### config.mk
export PLATFORM = sky130hd
export DESIGN_NAME = line_buf_sched
export DESIGN_NICKNAME = d
export VERILOG_FILES = /design/src/rtl/conveng_pkg.sv /design/src/rtl/ring_ptr.sv /design/src/rtl/line_buf_sched.sv
export SDC_FILE = /design/constraint.sdc
export NUM_CORES = 1
export LEC_CHECK = 0
export ABC_AREA = 1
export BUFFER_PORTS_ARGS = -buffer_cell sky130_fd_sc_hd__buf_2
export CAP_MARGIN = 20
export CORE_MARGIN = 2
export CORE_UTILIZATION = 51
export CTS_CLUSTER_SIZE = 16
export DETAILED_ROUTE_END_ITERATION = 10
export PLACE_DENSITY = 0.77
export SLEW_MARGIN = 10
export SYNTH_ARGS = -nofsm -noshare
export SYNTH_HDL_FRONTEND = slang
export SYNTH_SLANG_ARGS = --single-unit
export TNS_END_PERCENT = 30
### constraint.sdc
create_clock -name i_clk -period 2.9 [get_ports i_clk]
set_input_delay 0.145 -clock i_clk [delete_from_list [all_inputs] [get_ports i_clk]]
set_output_delay 0.145 -clock i_clk [all_outputs]
set_load 0.02 [all_outputs]
### src/rtl/conveng_pkg.sv
// Shared definitions for the line-buffer scheduler: FSM state encoding and
// the ring-pointer width helper.
package conveng_pkg;

   // Scheduler frame phases.
   typedef enum logic [1:0] {
      StIdle,
      StFill,
      StSteady,
      StDrain
   } state_e;

   localparam int unsigned NM_DEFAULT = 4;

   // Width of an index into NM buffers; never less than one bit.
   function automatic int unsigned ptr_width(input int unsigned n);
      return (n > 1) ? $clog2(n) : 1;
   endfunction

   localparam int unsigned PTR_W = ptr_width(NM_DEFAULT);

endpackage

### src/rtl/ring_ptr.sv
// Modulo-N pointer with synchronous clear and single-step increment.
module ring_ptr
   import conveng_pkg::*;
#(
   parameter int unsigned N = NM_DEFAULT,
   parameter int unsigned W = PTR_W
) (
   input  logic         i_clk,
   input  logic         i_rst,
   input  logic         i_inc,
   input  logic         i_clr,
   output logic [W-1:0] o_value
);

   logic [W-1:0] r_ptr;

   // Advance with wrap at N-1; clear has priority over increment.
   always_ff @(posedge i_clk) begin
      if (!i_rst) begin
         r_ptr <= '0;
      end else if (i_clr) begin
         r_ptr <= '0;
      end else if (i_inc) begin
         r_ptr <= (r_ptr == W'(N - 1)) ? '0 : r_ptr + 1'b1;
      end
   end

   assign o_value = r_ptr;

endmodule

### src/rtl/line_buf_sched.sv
// Line-buffer scheduler: tracks NM line buffers as a ring, hands the writer a
// free buffer and presents K = NM-1 consecutive lines as a window.
// Optional build macro: LINE_BUF_SCHED_PERF_EN enables the stall/starve counters.
module line_buf_sched
   import conveng_pkg::*;
#(
   parameter int unsigned XB = 10,
   parameter int unsigned YB = 10,
   parameter int unsigned NM = 4
) (
   input  logic                  i_clk,
   input  logic                  i_rst,
   input  logic [XB-1:0]         i_cfg_width,
   input  logic [YB-1:0]         i_cfg_height,
   input  logic                  i_start,
   input  logic                  i_wr_line_done,
   input  logic                  i_rd_line_done,
   output logic [NM-1:0]         o_wr_sel,
   output logic                  o_wr_ready,
   output logic                  o_win_valid,
   output logic [$clog2(NM)-1:0] o_win_base,
   output logic [NM-1:0]         o_win_mask,
   output logic                  o_busy,
   output logic                  o_frame_done,
   output logic                  o_err,
   output logic [15:0]           o_perf_wr_stall,
   output logic [15:0]           o_perf_rd_starve
);

   localparam int unsigned K  = NM - 1;
   localparam int unsigned PW = ptr_width(NM);
   localparam int unsigned OW = $clog2(NM + 1);
   localparam logic [NM-1:0] KMASK = {1'b0, {K{1'b1}}};

   state_e        r_state, w_state_d;
   logic [OW-1:0] r_occ, w_occ_d;
   logic [YB-1:0] r_rows, w_rows_d;
   logic [YB-1:0] r_wins, w_wins_d;
   logic [YB-1:0] r_cfg_h, w_cfg_h_d;
   logic [YB-1:0] w_win_lim;
   logic          r_wr_ready, w_wr_ready_d;
   logic          r_win_valid, w_win_valid_d;
   logic          r_busy, r_frame_done, r_err;
   logic          w_done;
   logic          w_start_idle, w_cfg_ok, w_start_ok, w_start_bad;
   logic          w_wr_acc, w_rd_acc, w_wr_drop, w_rd_drop;
   logic [PW-1:0] w_wr_ptr, w_rd_ptr;

   // A zero-width line can never be written, so it is rejected like a short frame.
   assign w_start_idle = i_start && (r_state == StIdle);
   assign w_cfg_ok     = (i_cfg_height >= YB'(K)) && (|i_cfg_width);
   assign w_start_ok   = w_start_idle && w_cfg_ok;
   assign w_start_bad  = w_start_idle && !w_cfg_ok;
   assign w_wr_acc     = i_wr_line_done && r_wr_ready;
   assign w_rd_acc     = i_rd_line_done && r_win_valid;
   assign w_wr_drop    = i_wr_line_done && !r_wr_ready;
   assign w_rd_drop    = i_rd_line_done && !r_win_valid;
   assign w_win_lim    = r_cfg_h - YB'(K - 1);

   ring_ptr #(
      .N (NM),
      .W (PW)
   ) u_wr_ptr (
      .i_clk   (i_clk),
      .i_rst   (i_rst),
      .i_inc   (w_wr_acc),
      .i_clr   (w_start_ok),
      .o_value (w_wr_ptr)
   );

   ring_ptr #(
      .N (NM),
      .W (PW)
   ) u_rd_ptr (
      .i_clk   (i_clk),
      .i_rst   (i_rst),
      .i_inc   (w_rd_acc),
      .i_clr   (w_start_ok),
      .o_value (w_rd_ptr)
   );

   // Next-state for counters, FSM and the registered ready/valid flags.
   always_comb begin
      w_state_d = r_state;
      w_done    = 1'b0;
      w_cfg_h_d = w_start_ok ? i_cfg_height : r_cfg_h;
      w_rows_d  = w_start_ok ? '0 : r_rows + YB'(w_wr_acc);
      w_wins_d  = w_start_ok ? '0 : r_wins + YB'(w_rd_acc);
      w_occ_d   = w_start_ok ? '0 : r_occ + OW'(w_wr_acc) - OW'(w_rd_acc);
      unique case (r_state)
         StIdle:   if (w_start_ok) w_state_d = StFill;
         StFill:   if (w_occ_d >= OW'(K)) w_state_d = StSteady;
         StSteady: if (w_rows_d == r_cfg_h) w_state_d = StDrain;
         StDrain: begin
            if (w_wins_d == w_win_lim) begin
               w_state_d = StIdle;
               w_done    = 1'b1;
               w_occ_d   = '0;
            end
         end
         default:  w_state_d = StIdle;
      endcase
      w_wr_ready_d  = ((w_state_d == StFill) || (w_state_d == StSteady)) &&
                      (w_occ_d < OW'(NM)) && (w_rows_d < w_cfg_h_d);
      // Window limit cannot underflow during a frame: height >= K is enforced at start.
      w_win_valid_d = (w_occ_d >= OW'(K)) && (w_wins_d < (w_cfg_h_d - YB'(K - 1)));
   end

   // Scheduler state and registered status outputs.
   always_ff @(posedge i_clk) begin
      if (!i_rst) begin
         r_state      <= StIdle;
         r_occ        <= '0;
         r_rows       <= '0;
         r_wins       <= '0;
         r_cfg_h      <= '0;
         r_wr_ready   <= 1'b0;
         r_win_valid  <= 1'b0;
         r_busy       <= 1'b0;
         r_frame_done <= 1'b0;
         r_err        <= 1'b0;
      end else begin
         r_state      <= w_state_d;
         r_occ        <= w_occ_d;
         r_rows       <= w_rows_d;
         r_wins       <= w_wins_d;
         r_cfg_h      <= w_cfg_h_d;
         r_wr_ready   <= w_wr_ready_d;
         r_win_valid  <= w_win_valid_d;
         r_busy       <= (w_state_d != StIdle);
         r_frame_done <= w_done;
         r_err        <= (w_start_ok ? 1'b0 : r_err) | w_start_bad | w_wr_drop | w_rd_drop;
      end
   end

   // Window mask is KMASK rotated left by rd_ptr (done as a right shift of a doubled copy).
   assign o_wr_sel     = r_wr_ready ? (NM'(1) << w_wr_ptr) : '0;
   assign o_win_mask   = r_win_valid ? NM'({KMASK, KMASK} >> (NM - int'(w_rd_ptr))) : '0;
   assign o_win_base   = w_rd_ptr;
   assign o_wr_ready   = r_wr_ready;
   assign o_win_valid  = r_win_valid;
   assign o_busy       = r_busy;
   assign o_frame_done = r_frame_done;
   assign o_err        = r_err;

`ifdef LINE_BUF_SCHED_PERF_EN
   logic [15:0] r_perf_ws, r_perf_rs;

   // Saturating stall/starve counters, cleared by an accepted start.
   always_ff @(posedge i_clk) begin
      if (!i_rst) begin
         r_perf_ws <= '0;
         r_perf_rs <= '0;
      end else if (w_start_ok) begin
         r_perf_ws <= '0;
         r_perf_rs <= '0;
      end else begin
         if (r_busy && (r_occ == OW'(NM)) && (r_perf_ws != 16'hFFFF)) begin
            r_perf_ws <= r_perf_ws + 16'd1;
         end
         if ((r_state == StSteady) && !r_win_valid && (r_perf_rs != 16'hFFFF)) begin
            r_perf_rs <= r_perf_rs + 16'd1;
         end
      end
   end

   assign o_perf_wr_stall  = r_perf_ws;
   assign o_perf_rd_starve = r_perf_rs;
`else
   assign o_perf_wr_stall  = 16'd0;
   assign o_perf_rd_starve = 16'd0;
`endif

endmodule

## After elaboration in Yosys (flattened, before gate mapping)

Index checks and enable logic that the tools add are counted.

| cells by class | value |
|---|---|
| add/sub/neg operators | 9 |
| bitwise operators | 4 |
| $lt $le $gt $ge | 6 |
| reduce and logical (&&, ||, !) cells | 20 |
| mux-type cells | 17 |
| shift-type cells | 2 |
| equal/unequal tests | 9 |

Operators with widths:

| operator | count |
|---|---|
| $shr 7x32->4 const A | 1 |
| $mux 10 | 3 |
| $add 10x1->10 | 2 |
| $eq 10x10->1 | 2 |
| $lt 10x10->1 | 2 |
| $sub 10x2->10 const B | 2 |
| $mux 2 | 6 |
| $logic_and 1x1->1 | 11 |
| $eq 2x2->1 const B | 5 |
| $ge 10x2->1 const B | 1 |
| $reduce_or 10->1 | 1 |
| $mux 3 | 3 |
| $mux 4 | 2 |
| $pmux 2 s4 | 1 |
| $ge 3x2->1 const B | 2 |
| $add 2x1->2 const B | 2 |
| $eq 2x1->1 const B | 2 |
| $shl 1x2->4 const A | 1 |
| $sub 3x2->4 const A | 1 |
| $add 3x1->3 | 1 |
| $logic_not 1->1 | 3 |
| $lt 3x3->1 const B | 1 |
| $or 1x1->1 | 3 |
| $sub 3x1->3 | 1 |
| 7 further kinds | 8 |

| word-level totals | value |
|---|---|
| word-level logic and storage cells | 79 |
| flip-flop bits (word level) | 44 |
| input bits | 25 |
| output and inout bits | 47 |

## Logic depth before layout (Yosys ltp)

| logic depth | value |
|---|---|
| depth after elaboration | 11 |
| mapped depth | 23 |
| depth with buffers taken out | 23 |

## By module

Synthesis repeated with hierarchy kept, for this count alone.

| second synthesis, totals | value |
|---|---|
| cell total of the unflattened synthesis | 553 |
| area, all modules | 3662.3 µm² |

By module, submodules not included:

| module | instances | sequential area each (µm²) | cells an instance | area an instance (µm²) |
|---|---|---|---|---|
| line_buf_sched | 1 | 800.8 | 525 | 3459.6 |
| ring_ptr | 2 | 40.0 | 14 | 101.3 |

## Least setup slack after synthesis

Ideal clock, no wire load.

| timing path | value |
|---|---|
| path type | flip-flop to flip-flop |
| start point | register r_wr_ready (netlist: o_wr_ready) |
| end point | register r_wr_ready (netlist: o_wr_ready) |
| setup time | 73 ps |
| data required time | 2827 ps |
| setup slack | -370 ps |
| period minus slack after synthesis | 3270 ps |
| arrival | 3197 ps |
| cell stages (with the launch flop) | 19 |
| path buffers | 0 |
| path through | dfxtp_1 -> nand2_1 -> ha_1 -> inv_1 -> ha_1 -> fa_1 -> xnor2_1 -> xor2_1 -> nor2_1 -> inv_1 -> nand2_1 -> inv_1 -> o21ai_0 -> nand2_1 -> ha_1 -> inv_1 -> a2111oi_0 -> o21ai_0 -> nor3b_2 |

| on the way | value |
|---|---|
| longest elaborated chain between the ends | 11 |
| elaborated cells on any way between the ends | 20 |
| those cells by class | add/sub: 3; order compare: 3; eq/ne: 3; mux: 7; reduce/logical: 4 |

Ends and longest elaborated chain:

| item | RTL line | text |
|---|---|---|
| start: declaration | line_buf_sched.sv:41 | `logic r_wr_ready, w_wr_ready_d;` |
| start signal: assignment | line_buf_sched.sv:128 | `r_wr_ready <= w_wr_ready_d;` |
| $logic_and 1x1->1 * | line_buf_sched.sv:54 | `assign w_wr_acc = i_wr_line_done && r_wr_ready;` |
| $add 3x1->3 | line_buf_sched.sv:89 | `w_occ_d = w_start_ok ? '0 : r_occ + OW'(w_wr_acc) - OW'(w_rd_acc);` |
| $sub 3x1->3 | line_buf_sched.sv:89 |  |
| $mux 3 | line_buf_sched.sv:89 |  |
| $ge 3x2->1 | line_buf_sched.sv:92 | `StFill: if (w_occ_d >= OW'(K)) w_state_d = StSteady;` |
| $mux 2 | line_buf_sched.sv:92 |  |
| $pmux 2 s4 | line_buf_sched.sv:90 | `unique case (r_state)` |
| $eq 2x1->1 / $eq 2x2->1 (equally long branches) | line_buf_sched.sv:103 | `w_wr_ready_d = ((w_state_d == StFill) \|\| (w_state_d == StSteady)) &&` |
| $logic_or 1x1->1 | line_buf_sched.sv:103 |  |
| $logic_and 1x1->1 | line_buf_sched.sv:103 |  |
| $logic_and 1x1->1 * | line_buf_sched.sv:104 | `(w_occ_d < OW'(NM)) && (w_rows_d < w_cfg_h_d);` |

Mark *: on every way between the ends. The rest lies on a longest branch, timed or not.
A chain may end at the register's enable or synchronous reset.

## Worst setup path in the final report

| timing path | value |
|---|---|
| start point | register r_win_valid (netlist: o_win_valid) |
| end point | register r_wr_ready (netlist: o_wr_ready) |

| on the way | value |
|---|---|
| longest elaborated chain between the ends | 10 |
| elaborated cells on any way between the ends | 18 |
| those cells by class | add/sub: 2; order compare: 2; eq/ne: 3; mux: 7; reduce/logical: 4 |

Ends and longest elaborated chain:

| item | RTL line | text |
|---|---|---|
| start: declaration | line_buf_sched.sv:42 | `logic r_win_valid, w_win_valid_d;` |
| start signal: assignment | line_buf_sched.sv:129 | `r_win_valid <= w_win_valid_d;` |
| $logic_and 1x1->1 * | line_buf_sched.sv:55 | `assign w_rd_acc = i_rd_line_done && r_win_valid;` |
| $add 10x1->10 / $sub 3x1->3 (equally long branches) | line_buf_sched.sv:88, line_buf_sched.sv:89 |  |
| $mux 10 / $mux 3 (equally long branches) | line_buf_sched.sv:88, line_buf_sched.sv:89 |  |
| $eq 10x10->1 / $ge 3x2->1 (equally long branches) | line_buf_sched.sv:95, line_buf_sched.sv:92 |  |
| $mux 2 (on tied branches) | line_buf_sched.sv:95, line_buf_sched.sv:92 |  |
| $pmux 2 s4 | line_buf_sched.sv:90 |  |
| $eq 2x1->1 / $eq 2x2->1 (equally long branches) | line_buf_sched.sv:103 |  |
| $logic_or 1x1->1 | line_buf_sched.sv:103 |  |
| $logic_and 1x1->1 * | line_buf_sched.sv:103 |  |
| $logic_and 1x1->1 * | line_buf_sched.sv:104 |  |

Marked as above.

==> reports/qor.log <==
[hold_path] hold wc startpoint i_rst
[floorplanning] Die Outline Area 7841 µm²
[worst_setup_path] startpoint of the most critical register-to-register path o_win_valid
[power_and_ir_drop] switching power as a share of total power 37.28%
[clock_network] total clock buffers created by CTS 5
[clock_network] clock sink count 44
[power_and_ir_drop] Internal Power 1036 µW
[placed_design] Setup Slack @ Placement -188.1 ps
[clock_network] hold-fix buffer count after cts 0
[power_and_ir_drop] Leak 0.002564 µW
[worst_setup_path] critical setup path kind flip-flop to flip-flop
[routing] count of vias placed by the detailed router 3717
[sta] Clock Skew 17.59 ps
[sta] minimum clock period after layout 3126 ps
[synthesis] most repeated cell in the gate-level netlist after synthesis nand2_1
[sta] actual slew at the worst max-slew pin 691.1 ps
[global_routing] number of antenna violations at the first check in global routing 0
[routing] ANT nets after route 0
[global_routing] total global routing overflow 0
[routing] Met2 Wirelength 4902 µm
[global_routing] total routing resource utilization after global routing 25.56%
[sta] final max-slew violation count 0
[power_and_ir_drop] Pwr per Cell Area 365.2 nW/µm²
[routing] number of optimization iterations in the first detailed-route pass 5
[final_layout] antenna diode count 0
[synthesis] share of async-settable or async-resettable flops after synthesis 0%
[synthesis] Yosys warning total 0
[global_routing] via count of the first global-routing pass 3586
[synthesis] sequential-to-total area share from yosys stat 24.16%
[final_layout] share of the core filled with cells 65.87%
[clock_network] Clock Root Buffer clkbuf_8
[synthesis] share of the synthesized area in the top cell type 24.16%
[sta] final setup violating endpoints 4
[final_layout] share of layout cells above drive strength 1 25.59%
[floorplanning] die height 88.55 µm
[floorplanning] row cnt 30
[placed_design] DP HPWL 6790 µm
[final_layout] final net count 697
[floorplanning] die boundary width 88.55 µm
[worst_setup_path] kind of end point of the critical path flip-flop
[synthesis] count of unique library cells instantiated by Yosys 48
[clock_network] post-CTS clock slew at the launch and capture registers of the worst setup and hold paths 100 ps
[power_and_ir_drop] portion of total power attributed to combinational logic 35.3%
[worst_setup_path] largest fanout of any net on the critical path 3
[sta] Final Hold Vio Count 0
[synthesis] number of cells produced by synthesis 534
[synthesis] biggest area consumer among synthesized cells dfxtp_1
[worst_setup_path] Crit path required time 3130 ps
[routing] Highest Signal Layer met4
[power_and_ir_drop] power share of the sequential group 39.2%
[clock_network] TritonCTS clock tree yes
[routing] met3 wire length 717 µm
[power_and_ir_drop] overall power of the completed layout 1652 µW
[global_routing] first-pass GRT wire length 15570 µm
[clock_network] CTS H-tree depth 2
[final_layout] final standard cell count with taps included and fillers excluded 733
[floorplanning] Initial Util 53.08%
[sta] peak clock frequency supported by timing 0.3199 GHz
[floorplanning] core area 6869 µm²
[routing] First DRT Iteration DRCs 266
[placed_design] weighted congestion at the end of routability-driven global placement 0.9209
[synthesis] flip-flop and latch count after synthesis 44
[routing] wire length on met1 3867 µm
[sta] minimum setup slack in the final design -226.1 ps
[status] outcome complete, but fails checks
[global_routing] pin count of the biggest net entering global routing 38
[clock_network] Skew-Pair Late Insertion Delay 310 ps
[final_layout] layout overhead on the synthesized area 24.09%
[placed_design] Placed Instances 702
[sta] portion of the clock cycle consumed by the worst path in the final layout 107.8%
[power_and_ir_drop] total net switching power 616.0 µW
[routing] post-detailed-route wirelength per cell 13.44 µm
[clock_network] Bufs on Longest Clock Path 2
[sta] setup repair after global routing missed its margin true
[floorplanning] # IOs 72
[sta] slew margin rel. 53.86%
[routing] drc violations 0
[synthesis] post-synth design cell area 3646 µm²
[flow_run] number of max-capacitance violations reported 0
[synthesis] top cells by count, synth 122 x nand2_1, 81 x inv_1, 75 x nor2_1, 44 x dfxtp_1, 35 x ha_1
[placed_design] port bufs 39
[synthesis] count of flip-flops with a built-in enable after synthesis 0
[synthesis] mean instance size in the synthesized netlist 6.828 µm²
[routing] vias per std cell 5.071
[power_and_ir_drop] clock network fraction of total power 25.5%
[synthesis] top post-synthesis cells by area dfxtp_1 24%, nand2_1 13%, ha_1 12%
[status] violations in the final reports setup timing
[power_and_ir_drop] maximum vdd ir drop 0.3100 mV
[worst_setup_path] Startpoint Class flip-flop
[synthesis] primary flip-flop cell chosen by synthesis mapping dfxtp_1
[worst_setup_path] source of the critical timing path o_win_valid
[worst_setup_path] Data arrival, critical path 3350 ps
[routing] Total Routed Length 9848 µm
[hold_path] Worst Hold Class input pin to flip-flop
[power by group through the flow]
stage	sequential, µW	clock, µW	combinational (µW)
3_5_place_dp	660	0	525
5_1_grt	650	442	640
2_1_floorplan	665	0	411
6_report	648	421	583
3_3_place_gp	659	0	511
4_1_cts	646	414	554
[worst max-delay path, stage by stage, from the launching register on]
cell and delay [ps]:
dfxtp_4 370, nand2_4 80, inv_4 50, ha_4 250
inv_2 40, ha_4 150, fa_2 340, xnor2_2 150
xor2_1 230, nor2_2 80, buf_4 130, buf_4 120
buf_4 120, buf_4 120, buf_4 130, buf_4 120
buf_4 120, buf_4 120, buf_6 120, nand2_4 70
nor3b_2 150
[layer usage]
layer	up-vias	GRT usage, %
met4	0	12.67
met5	-	0
met3	39	4.478
met2	182	45.32
met1	1694	29.54
li1	1802	-
[what timing repair did]
item / in CTS / in global routing
pin swaps: 13 / 8
buffers inserted: 24 / 0
cloned: 0 / 0
gates resized for setup: 17 / 20
endpoints found under the setup margin: 2 / 4
[area by class of cell]
cell class	instances	area [µm²]
multi-input combinational	395	2360
fill	567	2345
sequential	44	888.4
timing repair buffer	105	740.7
inverter	85	321.6
tap	96	120.1
clock buffer	7	86.33
clock inverter	1	7.507
[cells in the final DEF (no fill, tap or decap), types with 2 or more instances in the layout]
cell type,synthesis,layout
xor2_1,18,18
buf_6,1,10
xnor2_1,8,7
inv_1,81,75
dfxtp_1,44,42
nand2_1,122,118
o21a_1,2,2
ha_4,0,3
nand2_2,3,4
dfxtp_4,0,2
conb_1,1,32
ha_2,0,2
nand2_4,2,5
inv_2,3,8
nand3b_1,4,4
a211oi_1,2,2
o21ai_0,7,3
or2_0,2,2
a21oi_1,9,8
o21ai_2,3,4
buf_2,1,39
nand3_1,29,29
nor3b_2,1,2
nand3_2,3,3
o21ai_1,4,7
o21ai_4,3,3
buf_4,34,55
ha_1,35,30
nand4_1,11,11
nor3_1,4,4
nor2_1,75,70
nor2_2,1,6
clkbuf_8,0,6
[kinds of logic (layout without fill, tap and decap cells)]
kind of cell	after synthesis	after routing	share of synthesized area [%]
and+or+nand+nor	265	265	32.57
buffers and inverters	126	198	17.47
DFF	44	44	24.16
adders and majority gates	36	36	12.56
AOI/OAI and AO/OA	36	36	6.898
xor gates and xnor gates	26	26	6.246
other	1	32	0.1029
[final timing paths]
kind | to | slack (ps) | cells after the start
setup / recovery | o_wr_ready | -230 | 20
hold / removal | r_occ[0] | 100 | 3
setup reg to reg | o_wr_ready | -230 | 20
hold reg to reg | u_wr_ptr.o_value[1] | 530 | 2
[through the flow]
step	cell area [µm²]	setup TNS (ps)	hold slack, ps
after floorplan	3810	-55.98	242.6
after global placement	4143	-138.8	374.9
after detailed placement	4143	-261.9	373.3
after CTS	4477	-237.2	65.69
after global routing	4524	-1014	108.9
final	4524	-633.6	99.49
[sequential cells by signal, summed over array words and instances (netlist names), 2 cells and up]
register          cells
r_cfg_h              10
r_rows               10
r_wins               10
r_occ                 3
r_state               2
u_rd_ptr.o_value      2
u_wr_ptr.o_value      2
Power figures use the tool's default switching activity.
